<file path="src/rtl/div_engine_pkg.sv">
// Shared divider defines: FSM states, handshake levels, bus widths.
package div_engine_pkg;

  typedef enum logic [1:0] {
    DivFree   = 2'b00,
    DivByZero = 2'b01,
    DivOn     = 2'b10,
    DivEnd    = 2'b11
  } div_state_e;

  localparam logic DivStart          = 1'b1;
  localparam logic DivStop           = 1'b0;
  localparam logic DivResultReady    = 1'b1;
  localparam logic DivResultNotReady = 1'b0;

  localparam int RegBus       = 32;
  localparam int DoubleRegBus = 64;

endpackage

</file>
<file path="src/rtl/div_engine_step.sv">
// div_step: one radix-2 restoring iteration over the 65-bit working register.
module div_step
  import div_engine_pkg::*;
(
  input  logic [64:0]       w,
  input  logic [RegBus-1:0] divisor,
  output logic [64:0]       w_next
);

  logic [32:0] m;

  always_comb begin
    m = {1'b0, w[63:32]} - {1'b0, divisor};
    if (m[32]) w_next = {w[63:0], 1'b0};
    else       w_next = {m[31:0], w[31:0], 1'b1};
  end

endmodule

</file>
<file path="src/rtl/div_engine.sv">
// div_engine: 32-cycle DIV/DIVU unit for EX; HI=remainder, LO=quotient.
// Define DIV_BYZERO_FAST_EN to finish a zero-divisor request early with 0.
module div_engine
  import div_engine_pkg::*;
(
  input  logic                    clk,
  input  logic                    rst,
  input  logic                    signed_div_i,
  input  logic [RegBus-1:0]       opdata1_i,
  input  logic [RegBus-1:0]       opdata2_i,
  input  logic                    start_i,
  input  logic                    annul_i,
  output logic [DoubleRegBus-1:0] result_o,
  output logic                    ready_o
);

  div_state_e        state;
  logic [5:0]        cnt;
  logic [64:0]       w;
  logic [64:0]       w_next;
  logic [RegBus-1:0] divisor;
  logic              neg1;
  logic              neg2;
  logic [RegBus-1:0] op1_mag;
  logic [RegBus-1:0] op2_mag;
  logic [RegBus-1:0] q_fix;
  logic [RegBus-1:0] r_fix;

  div_step u_step (
    .w      (w),
    .divisor(divisor),
    .w_next (w_next)
  );

  always_comb begin
    op1_mag = opdata1_i;
    op2_mag = opdata2_i;
    if (signed_div_i && opdata1_i[31]) op1_mag = 32'd0 - opdata1_i;
    if (signed_div_i && opdata2_i[31]) op2_mag = 32'd0 - opdata2_i;
    // neg flags are only set for signed requests
    q_fix = (neg1 ^ neg2) ? 32'd0 - w[31:0] : w[31:0];
    r_fix = neg1 ? 32'd0 - w[64:33] : w[64:33];
  end

  always_ff @(posedge clk) begin
    if (rst) begin
      state    <= DivFree;
      cnt      <= '0;
      w        <= '0;
      divisor  <= '0;
      neg1     <= 1'b0;
      neg2     <= 1'b0;
      ready_o  <= DivResultNotReady;
      result_o <= '0;
    end else if (annul_i) begin
      state    <= DivFree;
      ready_o  <= DivResultNotReady;
      result_o <= '0;
    end else begin
      unique case (state)
        DivFree: begin
          ready_o  <= DivResultNotReady;
          result_o <= '0;
          if (start_i == DivStart) begin
            cnt     <= '0;
            w       <= {32'd0, op1_mag, 1'b0};
            divisor <= op2_mag;
            neg1    <= signed_div_i & opdata1_i[31];
            neg2    <= signed_div_i & opdata2_i[31];
`ifdef DIV_BYZERO_FAST_EN
            state   <= (opdata2_i == '0) ? DivByZero : DivOn;
`else
            state   <= DivOn;
`endif
          end
        end
        DivByZero: begin
          w     <= '0;
          cnt   <= 6'd32;
          state <= DivOn;
        end
        DivOn: begin
          if (cnt == 6'd32) begin
            result_o <= {r_fix, q_fix};
            ready_o  <= DivResultReady;
            state    <= DivEnd;
          end else begin
            w   <= w_next;
            cnt <= cnt + 6'd1;
          end
        end
        DivEnd: begin
          if (start_i == DivStop) begin
            state    <= DivFree;
            ready_o  <= DivResultNotReady;
            result_o <= '0;
          end
        end
        default: state <= DivFree;
      endcase
    end
  end

endmodule

</file>
<file path="config.mk">
export PLATFORM = sky130hd
export DESIGN_NAME = div_engine
export DESIGN_NICKNAME = d
export VERILOG_FILES = /design/src/rtl/div_engine_pkg.sv /design/src/rtl/div_engine_step.sv /design/src/rtl/div_engine.sv
export SDC_FILE = /design/constraint.sdc
export NUM_CORES = 1
export LEC_CHECK = 0
export ABC_AREA = 1
export BUFFER_PORTS_ARGS = -buffer_cell sky130_fd_sc_hd__buf_4
export CORE_ASPECT_RATIO = 0.7
export CORE_MARGIN = 1.5
export CORE_UTILIZATION = 50
export CTS_CLUSTER_DIAMETER = 60
export DETAILED_ROUTE_END_ITERATION = 10
export PLACE_DENSITY = 0.8
export SYNTH_ARGS = -nofsm -noshare
export SYNTH_HDL_FRONTEND = slang
export SYNTH_SLANG_ARGS = --single-unit
</file>
<file path="constraint.sdc">
create_clock -name clk -period 2.6 [get_ports clk]
set_input_delay 0.13 -clock clk [delete_from_list [all_inputs] [get_ports clk]]
set_output_delay 0.13 -clock clk [all_outputs]
set_load 0.02 [all_outputs]
</file>
# == Yosys cells after proc, flatten, opt, wreduce, memory -nomap -nowiden ==
# Index checks and enable logic that the tools add are counted.
# totals
register_bits,172
input_bits,69
output_inout_bits,65
elab_cells,57
# classes
add_sub_neg,6
eq_ne,8
muxes,21
bitwise_logic,4
n_reduce_logical,10
# op_table
cell,count
2-to-1 mux 65 bit,3
one-hot mux 65 bit (3 select lines),1
one-hot mux 64 bit (3 select lines),1
2-to-1 mux 32 bit,4
2-to-1 mux 64 bit,2
subtractor 1 x 32 -> 32 bit (first input constant),4
subtractor 32 x 32 -> 33 bit,1
one-hot mux 6 bit (3 select lines),1
2-to-1 mux 6 bit,2
AND reduction 3 bit,3
!= test 2 bit (second input constant),4
one-hot mux 2 bit (4 select lines),1
adder 6 x 1 -> 6 bit (second input constant),1
equality test 6 bit (second input constant),1
2-to-1 mux 2 bit,3
nonzero test 3 bit,2
equality test 2 bit (second input constant),2
AND reduction 4 bit,1
one-hot mux 1 bit (3 select lines),1
bitwise AND 1 bit,2
equality test 2 x 1 -> 1 bit (second input constant),1
logical AND 1 bit,2
zero test 2 bit,1
2-to-1 mux 1 bit,2
other kinds (3),3

# == Depth between registers and ports, before layout ==
# depth
depth_word,4
depth_mapped,16
ltp_nobuf,16

# == Modules after synthesis ==
# From an unflattened synthesis, not the netlist that was laid out.
# unflattened
cells_unflattened,2287
area_unflattened_um2,13397.8
# modules_own_cells
module,n_inst,cells_per_inst,area_per_inst_um2,seq_area_each_um2
div_engine,1,1611,10110.9,3443.3
div_step,1,676,3286.9,0.0

# == Worst setup path before layout ==
# OpenSTA, ideal clock, no wires.
# synth_path
path_kind,flip-flop to flip-flop
startpoint,register w[32]
endpoint,register w[54]
setup_ns,0.132
arrival_time_ns,1.897
required_time_ns,2.468
path_slack_ns,0.570
path_stages_with_launch,15
n_path_buf,1
period_less_slack_ns,2.030
cell_sequence,dfxtp_1 > inv_1 > ha_1 > fa_1 > o21ai_0 > nand3_1 > nand2_1 > nand2_1 > nand2_2 > nand2_4 > nand2_4 > buf_4 > nand3_1 > nand3_1 > a21oi_1
# synth_between
elab_chain_len,4
# synth_lines
item,line_no,text
start: declaration,div_engine.sv:19,logic [64:0] w;
start signal: assignment,div_engine.sv:66,"w <= {32'd0, op1_mag, 1'b0};"
start signal: assignment,div_engine.sv:88,w <= w_next;
subtractor 32 x 32 -> 33 bit,div_engine_step.sv:13,"m = {1'b0, w[63:32]} - {1'b0, divisor};"
2-to-1 mux 65 bit,div_engine_step.sv:14,"if (m[32]) w_next = {w[63:0], 1'b0};"
2-to-1 mux 65 bit,div_engine.sv:83,if (cnt == 6'd32) begin
one-hot mux 65 bit (3 select lines),div_engine.sv:60,unique case (state)
# No other way between the ends. The select of a mux whose other input is x is not followed.
# A chain may end at the register's enable or synchronous reset.

# == Final worst setup path ==
# layout_path
startpoint,register w[61]
endpoint,register w[57]
# The elaborated chain is that of the path after synthesis.

==> out/qor.txt <==
Critical Path RT -> 2.89 ns
Sequential element share of the synthesized area -> 26.42%
Post-synth top area share -> 26.42%
Clk sink count -> 172
Starting Density -> 50.86%
Synth top area cells -> dfxtp_1 26%, nand2_1 18%, inv_1 10%
Clock-pin slew on the worst setup and hold paths -> 0.07 ns
Grt total ovfl -> 0
Root Buffer -> clkbuf_16
Via count -> 15130
Pleak -> 7.513 nW
Power Dens Cells -> 496.1 mW/mm^2
Worst hold path type -> in2reg
Hold slack final -> 0.007764 ns
Die Y-Extent -> 138.1 um
H-tree depth -> 4
CTS Buf Count -> 17
Count of final hold-check violations -> 0
RSZ-0062 raised after global routing -> false
Slew HR -> 52.49%
Die Area -> 0.02706 mm^2
EDFF count, synth -> 0
Crit path launch type -> flip-flop
#FFs+latches synth -> 172
Total Nets Final -> 2455
Post-DRT Antenna Nets -> 0
Max Transition Viols Final -> 0
Largest net degree at the start of global routing -> 66
Max-cap violations -> 0
Core area -> 0.02563 mm^2
Clk buf depth -> 2
DP Area -> 0.01435 mm^2
Worst hold stages -> 3
IO Pins -> 134
# diodes -> 0
Drt wl/cell -> 16.67 um
Post-synthesis net count -> 2349
Post-synthesis cell type count -> 47
Synthesis Warnings -> 0
Final total power -> 7.457 mW
HPWL Detailed -> 35400 um
Synth Instances -> 2235
Top FF cell, synth -> dfxtp_1
Yosys top cell by area -> dfxtp_1
Vias in the first global route -> 13320
Ys async rst share -> 0%
Synth top cells by count -> 628 x nand2_1, 346 x inv_1, 250 x nand3_1
DRC -> 0
Slack of the worst reg-to-reg path -> 0.13 ns
Final worst path period need -> 2.468 ns
P&R area growth vs syn -> 15.32%
Postcts setup bufs -> 0
Setup CP Type -> reg2reg
CTS tree -> yes
Worst-path maximum fanout -> 34
First-pass iteration count of the detailed router -> 9
Initial antenna violation count -> 0
Routed vias/inst -> 5.634
CP Capture Type -> flip-flop
Achievable Freq -> 0.4051 GHz
Fraction of layout cells with a size suffix above 1 -> 10.15%
FP Rows -> 49
Clock insertion delay at the later pin of the skew report -> 0.44 ns
IO buf count -> 133
WP data arrival -> 2.76 ns
GPL Wtd Cong -> 0.9991
Detailed Route WL -> 44750 um
Die W -> 196.0 um
Actual slew at the worst max-slew pin -> 0.7127 ns
VDD IR-drop max -> 0.4609 mV
Post-route cell area -> 0.01503 mm^2
Avg Inst Size Synth -> 5.832 um^2
TNS Setup -> 0 ns
First-pass GRT wire length -> 70880 um
Final setup fails -> 0
FF-to-FF path depth -> 11
First DRT Iteration DRCs -> 1671
Fin crit share -> 94.94%
Status -> complete, no violations
Clock Skew -> 0.01453 ns
Most frequent cell after synthesis -> nand2_1
Synthesized cell area -> 0.01304 mm^2
All-layer global routing usage -> 32.79%
==> worst max-delay path: stages (launching register included) <==
cell	delay, ns
dfxtp_1	0.48
ha_1	0.35
a21o_1	0.24
a21oi_1	0.21
nand2_1	0.12
a21oi_2	0.20
buf_12	0.22
nand2_8	0.17
nor2_1	0.16
nor2_1	0.05
nand2_1	0.06
a21oi_1	0.06
==> layout make-up <==
cell class	instances	area, um^2
multi-input combinational	1625	7886
timing repair buffer	169	1315
fill	2507	10600
sequential	172	3443
clock inverter	11	156.4
clock buffer	21	480.5
inverter	356	1336
tap	331	414.1
==> logic make-up (layout without fill, tap and decap cells) <==
family	count (synthesis)	after routing	share of synthesized area, %
AO/OA/AOI/OAI	399	399	16.39
buffers and inverters	438	557	13.41
XOR/XNOR	33	33	2.217
adder cells (fa/ha/maj)	45	45	4.377
AND/OR/NAND/NOR	1148	1148	37.19
flip-flops	172	172	26.42
==> what timing repair did <==
action                                  CTS  global route
endpoints found under the setup margin    0            33
hold buffers                              2             0
endpoints found under the hold margin     2             0
gates resized for setup                   0             5
==> per-stage QoR <==
stage | utilization (%) | instances | setup slack, ns
floorplan | - | 2235 | 0.5704
global placement | 55.99 | 2651 | 0.1176
detailed placement | 55.99 | 2651 | 0.08128
CTS | 58.55 | 2685 | 0.06151
global route | 58.66 | 2685 | 0.02571
finish | 58.66 | 2685 | 0.1316
==> cell usage in the layout (no fill, tap or decap), drive strengths merged <==
cell type / count
bufinv: 3
ha: 44
inv: 354
clkinvlp: 3
nor4: 3
clkinv: 7
a211oi: 2
nor3b: 2
a221oi: 8
nand3: 251
clkbuf: 21
a21oi: 232
xor2: 22
nand3b: 8
o211ai: 8
a22oi: 2
xnor2: 11
nor2: 192
o22ai: 1
o31ai: 1
nor3: 19
o221ai: 5
o21ai: 125
a21o: 5
dlygate4sd3: 2
o21a: 2
a31oi: 3
nand2: 637
fa: 1
a41oi: 1
or2: 8
o21bai: 4
buf: 167
and2: 3
nand4: 25
dfxtp: 172
==> worst paths after layout <==
path	from	end
worst min register to register	result_o[3]$_SDFFE_PP0P_	result_o[3]$_SDFFE_PP0P_
worst max register to register	w[61]$_SDFFE_PP0P_	w[57]$_SDFFE_PP0P_
worst min-delay path	opdata2_i[13]	divisor[13]$_SDFFE_PP0P_
worst max-delay path	w[61]$_SDFFE_PP0P_	w[57]$_SDFFE_PP0P_
==> routing by layer <==
metal / vias up / routed length, um / track usage (%)
met5: - / 0 / 0
met1: 6866 / 21210 / 51.46
met3: 63 / 5382 / 6.733
met4: 0 / 813 / 8.259
met2: 824 / 17340 / 44.65
li1: 7374 / - / -
==> state kept, by name, indices dropped and copies added, names as in the netlist <==
name and cells:
w 65, result_o 64, divisor 32, cnt 6, state 2, neg1 1
neg2 1, ready_o 1
==> power by group <==
group,total (mW),switching [mW],internal (mW)
logic,1.84,1.26,0.572
clock network,2.77,1.14,1.63
registers,2.85,0.118,2.73
Power figures use the tool's default switching activity.
